**config.mk**
```make
export PLATFORM = sky130hd
export DESIGN_NAME = ser_shift_master
export DESIGN_NICKNAME = d
export VERILOG_FILES = /design/src/rtl/ser_shift_master_pkg.sv /design/src/rtl/ser_clk_div.sv /design/src/rtl/ser_shift_master.sv
export SDC_FILE = /design/constraint.sdc
export NUM_CORES = 1
export LEC_CHECK = 0
export ABC_AREA = 1
export BUFFER_PORTS_ARGS = -buffer_cell sky130_fd_sc_hd__buf_2
export CAP_MARGIN = 20
export CORE_MARGIN = 8
export CORE_UTILIZATION = 40
export DETAILED_ROUTE_END_ITERATION = 8
export MAX_ROUTING_LAYER = met4
export SKIP_LAST_GASP = 1
export SLEW_MARGIN = 5
export SYNTH_ARGS = -nofsm -noshare
export SYNTH_HDL_FRONTEND = slang
export SYNTH_SLANG_ARGS = --single-unit
```
**constraint.sdc**
```tcl
create_clock -name clk -period 2.6 [get_ports clk]
set_input_delay 0.52 -clock clk [delete_from_list [all_inputs] [get_ports clk]]
set_output_delay 0.52 -clock clk [all_outputs]
set_load 0.03 [all_outputs]
```
**src/rtl/ser_shift_master_pkg.sv**
```systemverilog
// Shared constants for the serial shift master: config word layout,
// state encodings, target codes and eCPU opcode selector bits.
package ser_shift_master_pkg;

  // Config word field offsets (word is loaded from tos by wr_cfg)
  localparam int CFG_DIV  = 0;   // [7:0]   half-period divider
  localparam int CFG_NB   = 8;   // [12:8]  bit count minus one
  localparam int CFG_MODE = 13;  // [13]    0 = chip select, 1 = latch enable
  localparam int CFG_TGT  = 14;  // [15:14] target select for the pin mux
  localparam int NB_W     = 5;

  // Target codes, shared with the ctrl-register pin mux
  localparam logic [1:0] CTRL_SER_ATTN = 2'd0;
  localparam logic [1:0] CTRL_SER_GPS  = 2'd1;

  // eCPU opcode selector bits for the serial engine
  localparam int SET_SER_CFG  = 0;
  localparam int SET_SER_DATA = 1;
  localparam int GET_SER_RX   = 2;
  localparam int GET_SER_STAT = 3;

  typedef enum logic [2:0] {
    ST_IDLE  = 3'd0,
    ST_SETUP = 3'd1,
    ST_HIGH  = 3'd2,
    ST_LOW   = 3'd3,
    ST_END   = 3'd4
  } state_t;

  typedef enum logic {
    MODE_CS = 1'b0,
    MODE_LE = 1'b1
  } mode_t;

endpackage

```
**src/rtl/ser_clk_div.sv**
```systemverilog
// Half-period down-counter: reload on phase entry, tick while at zero.
module ser_clk_div #(
  parameter int DIV_W = 8
) (
  input  logic             clk,
  input  logic             rst_n,
  input  logic             load,
  input  logic [DIV_W-1:0] div,
  output logic             tick
);

  logic [DIV_W-1:0] cnt;

  // Count down from the reload value and park at zero.
  // NOTE: sequential state uses non-blocking assignments so every register
  // updates from the pre-edge values, independent of statement order.
  always_ff @(posedge clk or negedge rst_n) begin
    if (!rst_n) begin
      cnt <= '0;
    end else if (load) begin
      cnt <= div;
    end else if (cnt != '0) begin
      cnt <= cnt - 1'b1;
    end
  end

  assign tick = (cnt == '0);

endmodule

```
**src/rtl/ser_shift_master.sv**
```systemverilog
// Master end of the 3-wire serial links (attenuator DAC, GPS config port).
// Shifts MSB first on sdo, samples sdi on sclk rising edges.
module ser_shift_master
  import ser_shift_master_pkg::*;
#(
  parameter int MAX_BITS = 32,
  parameter int DIV_W    = 8
) (
  input  logic                clk,
  input  logic                rst_n,
  input  logic                wr_cfg,
  input  logic                wr_data,
  input  logic [31:0]         tos,
  input  logic                sdi,
  output logic                sclk,
  output logic                sdo,
  output logic                le_csn,
  output logic [1:0]          tgt,
  output logic                busy,
  output logic                done,
  output logic                ovr,
  output logic [MAX_BITS-1:0] rx_data
);

  localparam int BC_W = $clog2(MAX_BITS + 1);

  state_t              state;
  logic [DIV_W-1:0]    div_q;
  logic [NB_W-1:0]     nb_q;
  mode_t               mode_q;
  logic [MAX_BITS-1:0] sh;
  logic [BC_W-1:0]     bits_left;

  logic                cfg_we;
  logic                start;
  logic                ph_load;
  logic                tick;
  logic [DIV_W-1:0]    eff_div;
  logic [NB_W-1:0]     eff_nb;
  logic                eff_mode;
  logic [MAX_BITS-1:0] ld_word;

  // Config writes land only in IDLE; a simultaneous start sees the new config.
  // NOTE: every always_comb output gets a default first so no latch is inferred.
  always_comb begin
    cfg_we   = wr_cfg && (state == ST_IDLE);
    start    = wr_data && (state == ST_IDLE);
    eff_div  = div_q;
    eff_nb   = nb_q;
    eff_mode = mode_q;
    if (cfg_we) begin
      eff_div  = tos[CFG_DIV +: DIV_W];
      eff_nb   = tos[CFG_NB +: NB_W];
      eff_mode = tos[CFG_MODE];
    end
    // Left-justify so bit NB leaves first; higher tos bits fall off the top.
    ld_word = MAX_BITS'(tos) << (MAX_BITS - 1 - int'(eff_nb));
    ph_load = start || ((state != ST_IDLE) && tick);
  end

  ser_clk_div #(.DIV_W(DIV_W)) u_div (
    .clk   (clk),
    .rst_n (rst_n),
    .load  (ph_load),
    .div   (start ? eff_div : div_q),
    .tick  (tick)
  );

  // Transfer sequencer with registered link outputs and status.
  always_ff @(posedge clk or negedge rst_n) begin
    if (!rst_n) begin
      state     <= ST_IDLE;
      div_q     <= '0;
      nb_q      <= '0;
      mode_q    <= MODE_CS;
      tgt       <= '0;
      sh        <= '0;
      bits_left <= '0;
      sclk      <= 1'b0;
      sdo       <= 1'b0;
      le_csn    <= 1'b1;
      busy      <= 1'b0;
      done      <= 1'b0;
      ovr       <= 1'b0;
      rx_data   <= '0;
    end else begin
      done <= 1'b0;

      if (cfg_we) begin
        div_q  <= tos[CFG_DIV +: DIV_W];
        nb_q   <= tos[CFG_NB +: NB_W];
        mode_q <= mode_t'(tos[CFG_MODE]);
        tgt    <= tos[CFG_TGT +: 2];
        ovr    <= 1'b0;
      end

      if (wr_data && (state != ST_IDLE)) begin
        ovr <= 1'b1;
      end

      unique case (state)
        ST_IDLE: begin
          if (cfg_we) begin
            le_csn <= ~tos[CFG_MODE];
          end
          if (start) begin
            sh        <= ld_word;
            sdo       <= ld_word[MAX_BITS-1];
            rx_data   <= '0;
            bits_left <= BC_W'(eff_nb) + BC_W'(1);
            busy      <= 1'b1;
            sclk      <= 1'b0;
            if (!eff_mode) begin
              le_csn <= 1'b0;
            end
            state <= ST_SETUP;
          end
        end
        ST_SETUP: begin
          if (tick) begin
            sclk    <= 1'b1;
            rx_data <= {rx_data[MAX_BITS-2:0], sdi};
            state   <= ST_HIGH;
          end
        end
        ST_HIGH: begin
          if (tick) begin
            sclk      <= 1'b0;
            sh        <= sh << 1;
            sdo       <= sh[MAX_BITS-2];
            bits_left <= bits_left - BC_W'(1);
            state     <= ST_LOW;
          end
        end
        ST_LOW: begin
          if (tick) begin
            if (bits_left == '0) begin
              le_csn <= 1'b1;
              sdo    <= 1'b0;
              state  <= ST_END;
            end else begin
              sclk    <= 1'b1;
              rx_data <= {rx_data[MAX_BITS-2:0], sdi};
              state   <= ST_HIGH;
            end
          end
        end
        ST_END: begin
          if (tick) begin
            busy  <= 1'b0;
            done  <= 1'b1;
            state <= ST_IDLE;
            if (mode_q == MODE_LE) begin
              le_csn <= 1'b0;
            end
          end
        end
        default: state <= ST_IDLE;
      endcase
    end
  end

endmodule

```
# After elaboration in Yosys (flattened, before gate mapping)
# Index checks and enable logic that the tools add are counted.
# Widths: inputs -> output; s select.
[classes]
n_addsub = 4
n_eq_ne = 12
shift = 1
n_mux = 49
n_bitwise = 1
reduce_logical = 25
[op_table]
columns = ["op", "count"]
rows = [
  ["$mux 32", 4],
  ["$pmux 32 s3", 1],
  ["$mux 31", 2],
  ["$pmux 31 s2", 1],
  ["$mux 8", 4],
  ["$shl 32x32->32", 1],
  ["$mux 1", 22],
  ["$reduce_and 5->1", 4],
  ["$mux 3", 6],
  ["$ne 2x2->1 const B", 8],
  ["$pmux 3 s5", 1],
  ["$mux 6", 2],
  ["$pmux 6 s2", 1],
  ["$reduce_bool 3->1", 4],
  ["$logic_not 8->1", 1],
  ["$reduce_bool 2->1", 4],
  ["$reduce_bool 8->1", 1],
  ["$sub 8x1->8 const B", 1],
  ["$add 5x1->6 const B", 1],
  ["$eq 3x2->1 const B", 2],
  ["$logic_not 6->1", 1],
  ["$pmux 1 s3", 2],
  ["$reduce_and 3->1", 2],
  ["$reduce_and 6->1", 1],
  ["12 further kinds", 15],
]
[word_totals]
regBits = 102
in_bits = 37
output_inout_bits = 40
elab_cells = 107

# Longest topological paths before layout
[depth]
word_depth = 7
depth_mapped = 16
mapped_depth_nobuf = 14

# Cells and area by module
# A second synthesis with hierarchy kept.
[hier_totals]
cells_unflattened = 923
hier_area_um2 = 6498.7
[by_module_without_submodules]
columns = ["mod", "n_inst", "cells_each", "area_per_inst_um2", "seq_area_each_um2"]
rows = [
  ["ser_shift_master", 1, 852, 5985.7, 2353.5],
  ["ser_clk_div", 1, 71, 513.0, 200.2],
]

# Worst setup path before layout
# OpenSTA, ideal clock, no wires.
[synth_timing]
path_kind = "register to register"
from = "register u_div.cnt[0]"
to = "register bits_left[1]"
setup_ns = 0.083
arrival_ns = 1.861
required_ns = 2.517
setup_slack_ns = 0.656
path_stages_with_launch = 12
n_path_buf = 1
synth_period_minus_slack_ns = 1.944
path_cell_list = "dfrtp_1 inv_1 ha_1 nand3_1 nor2_4 inv_1 a21oi_1 nand2_1 inv_1 buf_2 o311ai_0 o21ai_0"
[synth_between]
elab_chain_cells = 3
[synth_rtl]
columns = ["item", "line", "source"]
rows = [
  ["start, declared", "ser_clk_div.sv:12", "logic [DIV_W-1:0] cnt;"],
  ["start signal, assigned", "ser_clk_div.sv:21", "cnt <= div;"],
  ["start signal, assigned", "ser_clk_div.sv:23", "cnt <= cnt - 1'b1;"],
  ["$logic_not 8->1", "ser_clk_div.sv:27", "assign tick = (cnt == '0);"],
  ["$ne 2x2->1 (no line)", "--", ""],
  ["$reduce_and 3->1 (no line)", "--", ""],
  ["end signal, assigned", "ser_shift_master.sv:110", "bits_left <= BC_W'(eff_nb) + BC_W'(1);"],
  ["end signal, assigned", "ser_shift_master.sv:131", "bits_left <= bits_left - BC_W'(1);"],
  ["end, declared", "ser_shift_master.sv:32", "logic [BC_W-1:0] bits_left;"],
]
# No other way between the ends.
# A chain may end at the register's enable or synchronous reset.

# Worst setup path in the final report
[layout_timing]
from = "register state[0]"
to = "register sh[16]"
[layout_between]
elab_chain_cells = 7
elab_cells_between_ends = 13
classes_between = "1 x add/sub; 3 x eq/ne; 1 x shift; 3 x mux; 5 x reduce/logical"
[layout_rtl]
columns = ["item", "line", "source"]
rows = [
  ["start, declared", "ser_shift_master.sv:27", "state_t state;"],
  ["start signal, assigned", "ser_shift_master.sv:72", "state <= ST_IDLE;"],
  ["start signal, assigned", "ser_shift_master.sv:116", "state <= ST_SETUP;"],
  ["start signal, assigned", "ser_shift_master.sv:123", "state <= ST_HIGH;"],
  ["$logic_not 3->1", "ser_shift_master.sv:46, ser_shift_master.sv:47, ser_shift_master.sv:101", ""],
  ["$logic_and 1x1->1", "ser_shift_master.sv:46", "cfg_we = wr_cfg && (state == ST_IDLE);"],
  ["$mux 5", "--", ""],
  ["$sub 5x5->6", "ser_shift_master.sv:57", "ld_word = MAX_BITS'(tos) << (MAX_BITS - 1 - int'(eff_nb));"],
  ["$shl 32x32->32", "ser_shift_master.sv:57", ""],
  ["$mux 31", "ser_shift_master.sv:106", "if (start) begin"],
  ["$pmux 31 s2", "ser_shift_master.sv:101", "unique case (state)"],
  ["end signal, assigned", "ser_shift_master.sv:107", "sh <= ld_word;"],
  ["end signal, assigned", "ser_shift_master.sv:129", "sh <= sh << 1;"],
  ["end, declared", "ser_shift_master.sv:31", "logic [MAX_BITS-1:0] sh;"],
]
# Parallel ways exist; a longest one is shown, timed or not. The select of a mux whose other input is x is not followed.

==> flow_summary.yaml <==
outcome:
  outcome: "complete, no violations"
power:
  p_clk_frac: 0.142
  powerDensity_nw_per_um2: 1320
  p_seq_frac: 0.265
  combPwrFrac: 0.592
  vdd.ir_drop.worst_v: 0.000547
  switching_share: 0.507
  p_leak_nw: 3.83
  p_int_mw: 4.81
  p_switching_mw: 4.94
yosys:
  syn-num-nets: 949
  avgSynthCellArea_um2: 7.01
  synth_edf_count: 0
  synthCells: 908
  synth_top_area_frac: 0.397
  synth.yosys.seq_area_share: 0.401
  synth.area.top_cells: "dfrtp_1 (40%), nand2_1 (15%), nand3_1 (13%), inv_1 (6.0%), nor2_1 (3.6%)"
  ys_types: 42
  netlist_area_um2: 6360
  ys_ff_latch: 102
  synth-async-reset-ratio: 1.00
  synth_top_area_cell: "dfrtp_1"
  synth_common_cells: "nand2_1 (250), nand3_1 (163), dfrtp_1 (101), inv_1 (101), nor2_1 (61)"
  yosys_warnings: 0
  post-synth-top-count-cell: "nand2_1"
  ys.flop_type: "dfrtp_1"
drt:
  drc_errors: 0
  finalWirelength_um: 18500
  wl_per_cell_um: 15.5
  via_count: 6202
  vias_per_cell: 5.17
  first_pass_iters: 5
  first_iter_violations: 501
  ant_nets: 0
clock_network:
  clk_pin_slew_ps: 80
  cts_tree: "done"
  cts_max_path_buffers: 2
  numClockSinks: 102
  cts_buffers: 9
  root_buffer: "clkbuf_16"
  htree_levels: 3
  clkLatencyLatePin_ps: 360
placed_design:
  numPortBuffers: 76
  placedInstanceArea_um2: 7040
  routabilityCongestion: 0.940
  pre_cts_ws_ps: 217
  dp.cells: 1183
  hpwl_um: 14000
setup_path:
  setup.worst_path.class: "flop to flop"
  crit_slowest_cell: "dfrtp_1"
  regToRegSetupSlack_ps: 190
  ff2ff_path_depth: 14
  crit_path_end_kind: "flop"
  critical-path-top-delay-family: "simple AND/OR/NAND/NOR gates"
  slowest_delay_ps: 420
  cp.depth: 14
  crit_required_ps: 2880
  crit_fanout: 29
  crit_top_cell: "nand2_1"
  path_buf_inv: 2
  cp.arrival_ps: 2690
  startpoint_type: "flop"
  crit_chain: "nor2_4 > nand3_4 > nand2_1 > nand2_1 > buf_4 > nor2_2 > inv_1 > nor2_2 > nand2_1 > nor2_1 > nand2_1 > nand3_1 > nand2_1 > a21boi_1"
global_route:
  grt_use_met3: 0.0366
  groute.layer.met1.usage: 0.265
  grtUsageTotal: 0.192
  grt_overflow: 0
  top_usage_layer: "met2"
  antenna_found_initial: 0
  grt_max_degree: 53
  grt_pass1_vias: 5853
  grt_pass1_wl_um: 30200
  grtUsageMet2: 0.275
floorplan:
  rows: 46
  core_area_um2: 15700
  start_util: 0.405
  ios: 77
  die-area_um2: 20200
  die_w_um: 142
  die_y_um: 142
sta:
  fmax_ghz: 0.415
  setup_viol_count_final: 0
  post-route-period-util: 0.927
  skew_ps: 9.70
  slew_headroom: 0.706
  setup_ws_ps: 189
  hold_viol_final: 0
  slew_violations: 0
  worstMarginPinSlew_ps: 437
  setup_tns_ps: 0
  fin_crit_ps: 2410
  rsz0062_at_grt: "true"
finish:
  final_util: 0.469
  finalInstanceArea_um2: 7370
  fill_cells: 1634
  syn2layout_area_growth_pct: 15.9
  fin_cells: 1200
  drive_gt1_frac: 0.144
  antenna-diode-count: 0
  nNetsFinal: 1020
run:
  max_cap_violations: 0
worst_hold_path:
  hp-class: "input pin to async pin"
-- metal layers --
metal,wire length (µm),vias up
met4,394,0
met3,974,24
met2,8180,160
li1,-,3157
met1,9000,2861
met5,0,-
-- power by group through the flow --
stage	Sequential (mW)	Combinational (mW)	Clock (mW)
after CTS	2.59	5.72	1.43
after global routing	2.67	6.42	1.50
after floorplan	2.94	3.78	0
after global placement	2.61	5.71	0
final	2.58	5.77	1.39
after detailed placement	2.61	5.70	0
-- layout make-up --
class                   count  area, µm²  area share
inverters                 105        394      0.0535
well taps                 216        270      0.0367
clock inverters             7       81.3      0.0110
flip-flops and latches    102       2550       0.347
repair buffers            103        661      0.0896
clock buffers               9        225      0.0306
multi-input cells         658       3180       0.432
-- metrics by stage --
stage	power [mW]	hold WS [ps]
after floorplan	6.72	224
after CTS	9.74	66.1
after global routing	10.6	72.6
after global placement	8.32	465
after detailed placement	8.31	462
final	9.74	57.1
-- state kept, by name, indices dropped and copies added (netlist names) --
name       flops
rx_data       32
sh            31
div_q          8
u_div.cnt      8
bits_left      6
nb_q           5
state          3
tgt            2
busy           1
done           1
le_csn         1
mode_q         1
ovr            1
sclk           1
sdo            1
-- worst reg2reg max path, delay by kind of cell, from the launching register on --
family                 cells  cell delay [ps]
DFF                        1              420
and+or+nand+nor           11             1450
buffers and inverters      2              320
AOI/OAI and AO/OA          1              140
-- path summary, 6_finish.rpt --
kind	start	end
hold / removal	rst_n	rx_data[6]
max in group asynchronous	rst_n	sh[11]
setup reg to reg	state[0]	sh[16]
setup / recovery	state[0]	sh[16]
hold reg to reg	sh[21]	sh[21]
min in group clk	sdi	rx_data[0]
-- what timing repair did --
action / in CTS / in global routing
resized for setup: 0 / 2
endpoints found under the setup margin: 0 / 3
setup buffers: 0 / 1
hold buffers: 0 / 0
-- cell usage in the layout, fill, tap and decap left out, types with 2 or more instances in the layout --
cell       Yosys  layout
nand2_1      250     250
nand3_1      163     163
inv_1        101     101
dfrtp_1      101     101
buf_2         15      75
nor2_1        61      61
o21ai_0       38      36
o22ai_1       33      33
a21oi_1       32      32
buf_4          5      22
nand4_1       10      10
clkbuf_16      0       9
o21ai_1        5       7
o211ai_1       6       6
nor3_1         6       6
buf_12         0       6
a31oi_1        5       5
a2bb2oi_1      5       5
inv_2          4       4
nor2_2         4       4
a22oi_1        4       4
ha_1           4       4
nor2_4         3       3
nand2_4        3       3
xor2_1         3       3
a21boi_1       3       3
o311ai_0       3       3
o21ai_4        2       2
or2_2          2       2
a221oi_1       2       2
inv_8          0       2
inv_6          0       2
clkinv_8       0       2
-- cell families (layout without fill, tap and decap cells) --
kind of cell / Yosys count / in the layout / synth area share
adder cells (fa/ha/maj): 4 / 4 / 0.00787
XOR/XNOR: 3 / 3 / 0.00413
AO/OA/AOI/OAI: 142 / 142 / 0.136
flip-flops: 102 / 102 / 0.401
buffers and inverters: 148 / 224 / 0.0980
AND/OR/NAND/NOR: 509 / 509 / 0.353
(Power assumes the default switching activity.)
